===== src/rtl/apb_req_master.sv =====
// ---------------------------------------------------------------------------
// apb_req_master
//   Request-to-APB4 master bridge. Takes one transfer on a valid/ready
//   request channel, runs the APB SETUP and ACCESS phases, then returns the
//   read data and error status on a valid/ready response channel. Only one
//   transfer is outstanding at a time, and transfers are not pipelined.
//
// Build option
//   APB_MST_TIMEOUT_EN : when defined, an ACCESS phase aborts with an error
//                        after TIMEOUT_CYCLES cycles without pready_i. When
//                        undefined, ACCESS waits on pready_i indefinitely.
//
// Ports
//   clk_i, rst_ni        clock (rising edge), async active-low reset
//   req_valid_i/ready_o  request handshake
//   req_addr_i           transfer address
//   req_write_i          1 = write, 0 = read
//   req_wdata_i          write data
//   req_strb_i           write byte strobes
//   req_prot_i           APB protection bits
//   rsp_valid_o/ready_i  response handshake
//   rsp_rdata_o          read data (0 for writes and timeouts)
//   rsp_err_o            pslverr_i of the transfer, or 1 on timeout
//   paddr_o .. pstrb_o   APB master outputs
//   pready_i, prdata_i,
//   pslverr_i            APB master inputs (sampled only in ACCESS)
// ---------------------------------------------------------------------------
module apb_req_master #(
    parameter int unsigned ADDR_WIDTH     = 32,
    parameter int unsigned DATA_WIDTH     = 32,
    parameter int unsigned TIMEOUT_CYCLES = 256,
    localparam int unsigned STRB_WIDTH    = (DATA_WIDTH + 7) / 8
) (
    input  logic                  clk_i,
    input  logic                  rst_ni,

    input  logic                  req_valid_i,
    output logic                  req_ready_o,
    input  logic [ADDR_WIDTH-1:0] req_addr_i,
    input  logic                  req_write_i,
    input  logic [DATA_WIDTH-1:0] req_wdata_i,
    input  logic [STRB_WIDTH-1:0] req_strb_i,
    input  logic [2:0]            req_prot_i,

    output logic                  rsp_valid_o,
    input  logic                  rsp_ready_i,
    output logic [DATA_WIDTH-1:0] rsp_rdata_o,
    output logic                  rsp_err_o,

    output logic [ADDR_WIDTH-1:0] paddr_o,
    output logic [2:0]            pprot_o,
    output logic                  psel_o,
    output logic                  penable_o,
    output logic                  pwrite_o,
    output logic [DATA_WIDTH-1:0] pwdata_o,
    output logic [STRB_WIDTH-1:0] pstrb_o,
    input  logic                  pready_i,
    input  logic [DATA_WIDTH-1:0] prdata_i,
    input  logic                  pslverr_i
);

    if (TIMEOUT_CYCLES < 1) begin : g_bad_timeout
        $error("apb_req_master: TIMEOUT_CYCLES must be >= 1");
    end

    typedef enum logic [1:0] {
        ST_IDLE,
        ST_SETUP,
        ST_ACCESS,
        ST_RESP
    } state_t;

    state_t state, state_next;
    logic   accept;
    logic   complete;
    logic   abort;

`ifdef APB_MST_TIMEOUT_EN
    localparam int unsigned CNT_W = $clog2(TIMEOUT_CYCLES) + 1;
    localparam logic [CNT_W-1:0] CNT_LIMIT = CNT_W'(TIMEOUT_CYCLES - 1);
    logic [CNT_W-1:0] tmo_cnt;
`endif

    // ------------------------------------------------------------------
    // State register
    // ------------------------------------------------------------------
    always_ff @(posedge clk_i or negedge rst_ni) begin
        if (!rst_ni) begin
            state <= ST_IDLE;
        end else begin
            state <= state_next;
        end
    end

    // ------------------------------------------------------------------
    // Next state and transfer events
    // ------------------------------------------------------------------
    always_comb begin
        state_next = state;
        accept     = 1'b0;
        complete   = 1'b0;
        abort      = 1'b0;
        case (state)
            ST_IDLE: begin
                if (req_valid_i) begin
                    accept     = 1'b1;
                    state_next = ST_SETUP;
                end
            end
            ST_SETUP: begin
                state_next = ST_ACCESS;
            end
            ST_ACCESS: begin
                // pready_i takes priority over a timeout in the same cycle
                if (pready_i) begin
                    complete   = 1'b1;
                    state_next = ST_RESP;
                end
`ifdef APB_MST_TIMEOUT_EN
                else if (tmo_cnt == CNT_LIMIT) begin
                    abort      = 1'b1;
                    state_next = ST_RESP;
                end
`endif
            end
            ST_RESP: begin
                if (rsp_ready_i) begin
                    state_next = ST_IDLE;
                end
            end
            default: begin
                state_next = ST_IDLE;
            end
        endcase
    end

    // Handshake and phase outputs decode from state alone, so reset
    // removes psel/penable immediately.
    assign req_ready_o = (state == ST_IDLE);
    assign psel_o      = (state == ST_SETUP) || (state == ST_ACCESS);
    assign penable_o   = (state == ST_ACCESS);
    assign rsp_valid_o = (state == ST_RESP);

    // ------------------------------------------------------------------
    // APB request registers: loaded on accept and held until the next
    // accept, so they stay quiet in IDLE and RESP.
    // ------------------------------------------------------------------
    always_ff @(posedge clk_i or negedge rst_ni) begin
        if (!rst_ni) begin
            paddr_o  <= '0;
            pprot_o  <= '0;
            pwrite_o <= 1'b0;
            pwdata_o <= '0;
            pstrb_o  <= '0;
        end else if (accept) begin
            paddr_o  <= req_addr_i;
            pprot_o  <= req_prot_i;
            pwrite_o <= req_write_i;
            // Reads drive zero data and zero strobes
            pwdata_o <= req_write_i ? req_wdata_i : '0;
            pstrb_o  <= req_write_i ? req_strb_i  : '0;
        end
    end

    // ------------------------------------------------------------------
    // Response registers
    // ------------------------------------------------------------------
    always_ff @(posedge clk_i or negedge rst_ni) begin
        if (!rst_ni) begin
            rsp_rdata_o <= '0;
            rsp_err_o   <= 1'b0;
        end else if (complete) begin
            rsp_rdata_o <= pwrite_o ? '0 : prdata_i;
            rsp_err_o   <= pslverr_i;
        end else if (abort) begin
            rsp_rdata_o <= '0;
            rsp_err_o   <= 1'b1;
        end
    end

`ifdef APB_MST_TIMEOUT_EN
    // ------------------------------------------------------------------
    // ACCESS wait counter: cleared in SETUP, counts ACCESS cycles that
    // end without pready_i.
    // ------------------------------------------------------------------
    always_ff @(posedge clk_i or negedge rst_ni) begin
        if (!rst_ni) begin
            tmo_cnt <= '0;
        end else if (state == ST_SETUP) begin
            tmo_cnt <= '0;
        end else if ((state == ST_ACCESS) && !pready_i && !abort) begin
            tmo_cnt <= tmo_cnt + 1'b1;
        end
    end
`endif

endmodule


===== config.mk =====
export PLATFORM = sky130hd
export DESIGN_NAME = apb_req_master
export DESIGN_NICKNAME = d
export VERILOG_FILES = /design/src/rtl/apb_req_master.sv
export SDC_FILE = /design/constraint.sdc
export NUM_CORES = 1
export LEC_CHECK = 0
export BUFFER_PORTS_ARGS = -buffer_cell sky130_fd_sc_hd__clkbuf_2
export CORE_ASPECT_RATIO = 1.2
export CORE_MARGIN = 5
export CORE_UTILIZATION = 42
export CTS_BUF_LIST = sky130_fd_sc_hd__clkbuf_16
export CTS_CLUSTER_SIZE = 16
export DETAILED_ROUTE_END_ITERATION = 6
export GPL_ROUTABILITY_DRIVEN = 0
export GPL_TIMING_DRIVEN = 0
export PLACE_DENSITY = 0.75
export SLEW_MARGIN = 20
export SYNTH_ARGS = -nofsm -noshare
export SYNTH_HDL_FRONTEND = slang
export SYNTH_SLANG_ARGS = --single-unit
export TNS_END_PERCENT = 50

===== constraint.sdc =====
create_clock -name clk_i -period 2 [get_ports clk_i]
set_input_delay 0.4 -clock clk_i [delete_from_list [all_inputs] [get_ports clk_i]]
set_output_delay 0.4 -clock clk_i [all_outputs]
set_load 0.02 [all_outputs]

==> impl_metrics.py, run 1 <==
metrics = {
    "sta": {
        "clock_skew_ns": 0.00276,
        "grt_setup_unrepaired": "false",
        "relSlewSlack_pct": 68.7,
        "hold_viol_final": 0,
        "setup_ws_ns": 0.263,
        "period_share_pct": 86.8,
        "timing.fmax_mhz": 576,
        "fin_crit_ns": 1.74,
        "tightest_slew_ns": 0.470,
        "setup_violations": 0,
        "slew_violations": 0,
    },
    "floorplanning": {
        "die_h_um": 120,
        "start_util_pct": 42.5,
        "dieArea_mm2": 0.0122,
        "core_area_mm2": 0.00996,
        "die_w_um": 102,
        "io_pins": 219,
        "rows": 40,
    },
    "grt": {
        "overflow": 0,
        "antenna_found_initial": 0,
        "grt_util_all_layers_pct": 18.3,
        "grt_max_degree": 92,
        "grt_pass1_vias": 3676,
        "grt_pass1_wl_um": 17800,
    },
    "layout": {
        "n_antenna_cell": 0,
        "n_fill_cell": 905,
        "multi_input_area_mm2": 0.00143,
        "nets": 730,
        "instances_no_fill": 748,
        "drive_gt1_share_pct": 44.9,
        "seqCellArea_mm2": 0.00268,
        "area_growth_pct": 38.4,
    },
    "clock_network": {
        "cts.clk_slew.worst_paths_ns": 0.07,
        "cts_tree": "done",
        "cts_buffers": 9,
        "clk_latency_ns": 0.33,
        "clk_path_buf_depth": 2,
        "cts_root_buf": "clkbuf_16",
        "cts.sinks": 107,
        "htreeDepth": 3,
    },
    "yosys": {
        "seq_area_frac_synth_pct": 63.3,
        "synthCells": 387,
        "syn_area_mm2": 0.00423,
        "synth_warnings": 0,
        "synth.distinct_cells": 13,
        "synth-seq-cells": 107,
        "syn-num-nets": 500,
        "syn_area_per_cell_um2": 10.9,
    },
    "pwr": {
        "p_clk_share_pct": 19.8,
        "switching_share_pct": 39.9,
        "cellLeakagePower_uw": 0.00310,
        "comb_power_share_pct": 42.9,
        "p_int_uw": 5950,
        "power_density_mw_per_mm2": 1690,
        "netSwitchingPower_uw": 3950,
        "seqPwrFrac_pct": 37.3,
        "ir_drop_mv": 0.782,
    },
    "drt": {
        "drcViolationCount": 0,
        "drtAntennaViolNets": 0,
        "via_per_inst": 4.71,
        "detail_route.wl_per_cell_um": 14.8,
        "vias": 3522,
        "first_pass_iters": 4,
        "dr.first_iter.drc_count": 86,
        "routed_wl_um": 11100,
    },
    "place": {
        "dp_hpwl_um": 8700,
        "placed_cells": 731,
        "portBuffers": 217,
        "dp_slack_ns": 0.107,
    },
    "worst_setup_path": {
        "critPathCaptureType": "flop",
        "critPathArrivalTime_ns": 1.93,
        "critical_path.max_fanout": 10,
        "required_ns": 2.20,
        "critPathLaunchType": "flop",
        "path_class": "flop to flop",
    },
    "status": {
        "status": "finished clean",
    },
    "job": {
        "cap_violations": 0,
    },
    "hold_path": {
        "min_path_type": "input port to flop",
    },
}
## sequential cells by signal, indices dropped and copies added, names as in the netlist
| name | cells |
|---|---|
| paddr_o | 32 |
| pwdata_o | 32 |
| rsp_rdata_o | 32 |
| pstrb_o | 4 |
| pprot_o | 3 |
| state | 2 |
| pwrite_o | 1 |
| rsp_err_o | 1 |
## layer usage
layer  GRT usage (%)  share of wire (%)
met5               0                  0
met4            7.23                2.1
met3            4.88                8.9
met2            31.3                 51
met1            21.5                 38
## worst max-delay path: stages, from the launching register on
cell and delay, ns:
dfrtp_1 0.36, inv_1 0.08, ha_1 0.24, nand2_1 0.09
clkbuf_1 0.30, clkbuf_1 0.36, o21ai_0 0.17
## cell usage after synthesis
| cell | instances | area, um2 |
|---|---|---|
| a222oi_1 | 1 | 10.0 |
| buf_2 | 10 | 50.1 |
| clkbuf_1 | 15 | 56.3 |
| dfrtp_1 | 107 | 2680 |
| ha_1 | 3 | 37.5 |
| inv_1 | 5 | 18.8 |
| mux2_1 | 1 | 11.3 |
| mux2_2 | 37 | 417 |
| mux2i_1 | 1 | 10.0 |
| nand2_1 | 106 | 398 |
| nand2b_1 | 32 | 200 |
| nor2_1 | 1 | 3.75 |
| o21ai_0 | 68 | 340 |
## power groups by stage
| stage | Clock (uW) | Combinational (uW) | Sequential [uW] |
|---|---|---|---|
| 4_1_cts | 2000 | 4340 | 3710 |
| 3_5_place_dp | 0 | 4330 | 3750 |
| 5_1_grt | 2100 | 4650 | 3830 |
| 6_report | 1960 | 4250 | 3700 |
| 2_1_floorplan | 0 | 1510 | 4870 |
| 3_3_place_gp | 0 | 4210 | 3680 |
## cell families after synthesis
kind of cell               Yosys count  share of synthesized area [%]
DFF                                107                           63.3
muxes                               39                           10.4
adders and majority gates            3                          0.887
buffers and inverters               30                           2.96
and+or+nand+nor                    139                           14.2
AOI/OAI and AO/OA                   69                           8.28
## repair_timing
item	in CTS	in global routing
endpoints found under the setup margin	0	19
endpoints found under the hold margin	16	0
hold buffers	1	0
setup buffers	0	0
resized for setup	0	1
## final cells by class
class | instances | share of cell area, %
clock inverter | 7 | 1.82
sequential | 107 | 45.7
multi-input combinational | 250 | 24.4
timing repair buffer | 219 | 19.3
clock buffer | 9 | 3.85
inverter | 5 | 0.321
tap | 126 | 2.69
buffer | 25 | 1.82
## worst paths after layout
path                                              start                          end  slack [ns]  depth (start not counted)
worst max-delay path               state[0]$_DFFE_PN0P_  rsp_rdata_o[22]$_DFFE_PN0P_        0.26                          6
worst min-delay path                     req_wdata_i[1]      pwdata_o[1]$_DFFE_PN0P_        0.29                          3
worst max register to register     state[0]$_DFFE_PN0P_  rsp_rdata_o[22]$_DFFE_PN0P_        0.26                          6
worst min register to register  pwdata_o[4]$_DFFE_PN0P_      pwdata_o[4]$_DFFE_PN0P_        0.48                          2
max in group asynchronous                        rst_ni     pwdata_o[16]$_DFFE_PN0P_        0.84                          3
min in group asynchronous                        rst_ni       paddr_o[2]$_DFFE_PN0P_        0.49                          2
## layout by cell type (no fill, tap or decap), types with 5 or more instances in the layout
cell,instances
nand2b_1,32
buf_2,10
o21ai_0,68
clkbuf_16,9
clkbuf_2,216
dfrtp_1,107
nand2_1,105
clkbuf_1,15
inv_1,5
mux2_2,37
## through the flow
step / total power [uW] / hold slack [ns] / utilization [%] / cell area (um2) / setup TNS [ns]
6_report: 9910 / 0.294 / 58.8 / 5850 / 0
5_1_grt: 10600 / 0.286 / 58.8 / 5850 / 0
4_1_cts: 10000 / 0.279 / 58.8 / 5850 / 0
3_5_place_dp: 8080 / 0.266 / 55.3 / 5510 / 0
3_3_place_gp: 7890 / 0.462 / 55.0 / 5470 / -91.95
2_1_floorplan: 6380 / 0.104 / - / 4230 / 0
Note: power is estimated with default switching activity, not from simulation.
==> inputs of run 2 (changes only) <==
--- a/config.mk
+++ b/config.mk
@@ -5,16 +5,19 @@
 export SDC_FILE = /design/constraint.sdc
 export NUM_CORES = 1
 export LEC_CHECK = 0
+export ABC_CLOCK_PERIOD_IN_PS = 2000
 export BUFFER_PORTS_ARGS = -buffer_cell sky130_fd_sc_hd__clkbuf_2
+export CELL_PAD_IN_SITES_DETAIL_PLACEMENT = 1
+export CELL_PAD_IN_SITES_GLOBAL_PLACEMENT = 1
 export CORE_ASPECT_RATIO = 1.2
 export CORE_MARGIN = 5
-export CORE_UTILIZATION = 42
+export CORE_UTILIZATION = 33
 export CTS_BUF_LIST = sky130_fd_sc_hd__clkbuf_16
 export CTS_CLUSTER_SIZE = 16
 export DETAILED_ROUTE_END_ITERATION = 6
 export GPL_ROUTABILITY_DRIVEN = 0
 export GPL_TIMING_DRIVEN = 0
-export PLACE_DENSITY = 0.75
+export PLACE_DENSITY_LB_ADDON = 0.1
 export SLEW_MARGIN = 20
 export SYNTH_ARGS = -nofsm -noshare
 export SYNTH_HDL_FRONTEND = slang
==> run 2 against run 1 <==
Via count grew 1.1%; flip-flop and latch count unchanged; wire length is 12% higher; first-iteration DRC count is 9.3% higher; sequential power hardly changed; final cell count rose by 4.9%; clock skew rose by 0.0069 ns; hold slack worse by 0.28 ns; critical path type unchanged; critical endpoint is now rsp_rdata_o[29]$_DFFE_PN0P_.
==> impl_metrics.py, run 2 (synthesized netlist as in run 1, its figures left out) <==
metrics = {
    "floorplanning": {
        "start_util_pct": 33.5,
        "dieArea_mm2": 0.0152,
        "io_pins": 219,
        "die_h_um": 134,
        "rows": 45,
        "die_w_um": 113,
        "core_area_mm2": 0.0126,
    },
    "job": {
        "cap_violations": 0,
    },
    "sta": {
        "clock_skew_ns": 0.00962,
        "setup_violations": 0,
        "period_share_pct": 87.1,
        "fin_crit_ns": 1.74,
        "tightest_slew_ns": 0.517,
        "slew_violations": 0,
        "fin_hold_ws_ns": 0.0155,
        "grt_setup_unrepaired": "false",
        "relSlewSlack_pct": 65.6,
        "hold_viol_final": 0,
        "timing.fmax_mhz": 574,
    },
    "worst_setup_path": {
        "critical_path.max_fanout": 10,
        "max_stage_delay_ns": 0.36,
        "critPathArrivalTime_ns": 1.94,
        "required_ns": 2.20,
        "cpMostUsedCell": "clkbuf_1",
        "path_class": "flop to flop",
        "path_cells": "inv_1, ha_1, nand2_1, clkbuf_1, clkbuf_1, o21ai_0",
        "cp_slowest_cell": "dfrtp_1",
        "critPathCaptureType": "flop",
        "critPathLaunchType": "flop",
    },
    "layout": {
        "fin_area_mm2": 0.00585,
        "n_antenna_cell": 0,
        "top_regs": "paddr_o: 32 flops, pwdata_o: 32 flops, rsp_rdata_o: 32 flops",
        "area_growth_pct": 38.4,
        "nets": 729,
        "most-common-layout-cells": "clkbuf_2, dfrtp_1, nand2_1",
        "drive_gt1_share_pct": 45.1,
        "final_common_cell": "clkbuf_2",
    },
    "drt": {
        "vias": 3559,
        "drtAntennaViolNets": 0,
        "first_pass_iters": 4,
        "via_per_inst": 4.53,
        "detail_route.wl_per_cell_um": 15.8,
        "routed_wl_um": 12400,
        "dr.first_iter.drc_count": 94,
        "drcViolationCount": 0,
    },
    "clock_network": {
        "cts.clk_slew.worst_paths_ns": 0.07,
        "clk_path_buf_depth": 2,
        "htreeDepth": 3,
        "cts_buffers": 9,
        "cts_tree": "done",
        "hold_buffers": 0,
        "cts_root_buf": "clkbuf_16",
        "cts-resized-gates": 0,
        "cts.sinks": 107,
        "cts_post_setup_buffers_inserted": 0,
        "clk_latency_ns": 0.34,
    },
    "grt": {
        "grt_pass1_wl_um": 19900,
        "grt_util_all_layers_pct": 16.4,
        "grt_max_degree": 56,
        "antenna_found_initial": 0,
        "grt_pass1_vias": 3858,
        "overflow": 0,
    },
    "pwr": {
        "cellLeakagePower_uw": 0.00307,
        "power_density_mw_per_mm2": 1670,
        "ir_drop_mv": 0.541,
        "finalPower_uw": 9760,
    },
    "status": {
        "status": "finished clean",
    },
    "place": {
        "dp_hpwl_um": 9800,
        "place_area_mm2": 0.00556,
        "portBuffers": 217,
    },
    "hold_path": {
        "min_path_type": "input port to asynchronous set/reset pin",
    },
}
## run 2: cell count changes in the layout (fill, tap and decap cells not counted), sizes merged
cell,before,now
bufinv,3,1
dlygate4sd3,1,0
clkinv,4,1
clkinvlp,0,3
inv,5,7
## run 2: final cells by class
| class | instances | area, um2 |
|---|---|---|
| inverters | 5 | 18.8 |
| fillers | 1516 | 6760 |
| multi-input cells | 250 | 1430 |
| plain buffers | 25 | 106 |
| well taps | 164 | 205 |
| repair buffers | 218 | 1120 |
| clock inverters | 7 | 68.8 |
| flip-flops and latches | 107 | 2680 |
| clock buffers | 9 | 225 |
## run 2: metrics by stage
stage	TNS, ns	instances	worst slack (ns)	util, %
floorplan	0	387	0.383	-
global route	0	785	0.00227	46.4
CTS	0	785	0.0677	46.4
finish	0	785	0.258	46.4
detailed placement	0	769	0.0818	44.1
global placement	-111.53	768	-1.05	43.8
## run 2: layer usage
metal,vias to the layer above,share of wire [%],global-route usage (%)
met3,15,7.5,4.47
met1,1713,39,19.7
met4,0,1.5,5.34
met5,-,0,0
met2,117,52,28.3
li1,1714,-,-
## run 2: path summary, 6_finish.rpt
| check | endpoint | cells past startpoint | from | slack, ns |
|---|---|---|---|---|
| min in group clk_i | pstrb_o[2]$_DFFE_PN0P_ | 3 | req_strb_i[2] | 0.29 |
| min | rsp_rdata_o[5]$_DFFE_PN0P_ | 1 | rst_ni | 0.02 |
| max in group asynchronous | paddr_o[3]$_DFFE_PN0P_ | 2 | rst_ni | 1.36 |
| max | rsp_rdata_o[29]$_DFFE_PN0P_ | 6 | state[0]$_DFFE_PN0P_ | 0.26 |
| min reg2reg | pwdata_o[28]$_DFFE_PN0P_ | 2 | pwdata_o[28]$_DFFE_PN0P_ | 0.48 |
| max reg2reg | rsp_rdata_o[29]$_DFFE_PN0P_ | 6 | state[0]$_DFFE_PN0P_ | 0.26 |
## run 2: power by group
group / total, uW / switching (uW) / internal [uW]
clock: 1770 / 799 / 968
sequential: 3680 / 525 / 3160
combinational: 4310 / 2720 / 1590
total: 9760 / 4050 / 5710
## run 2: critical path: cells and delay by family, from the launching register on
kind | cells | cell delay, ns
AOI/OAI and AO/OA | 1 | 0.16
buffers and inverters | 3 | 0.75
DFF | 1 | 0.36
adders and majority gates | 1 | 0.24
and+or+nand+nor | 1 | 0.09
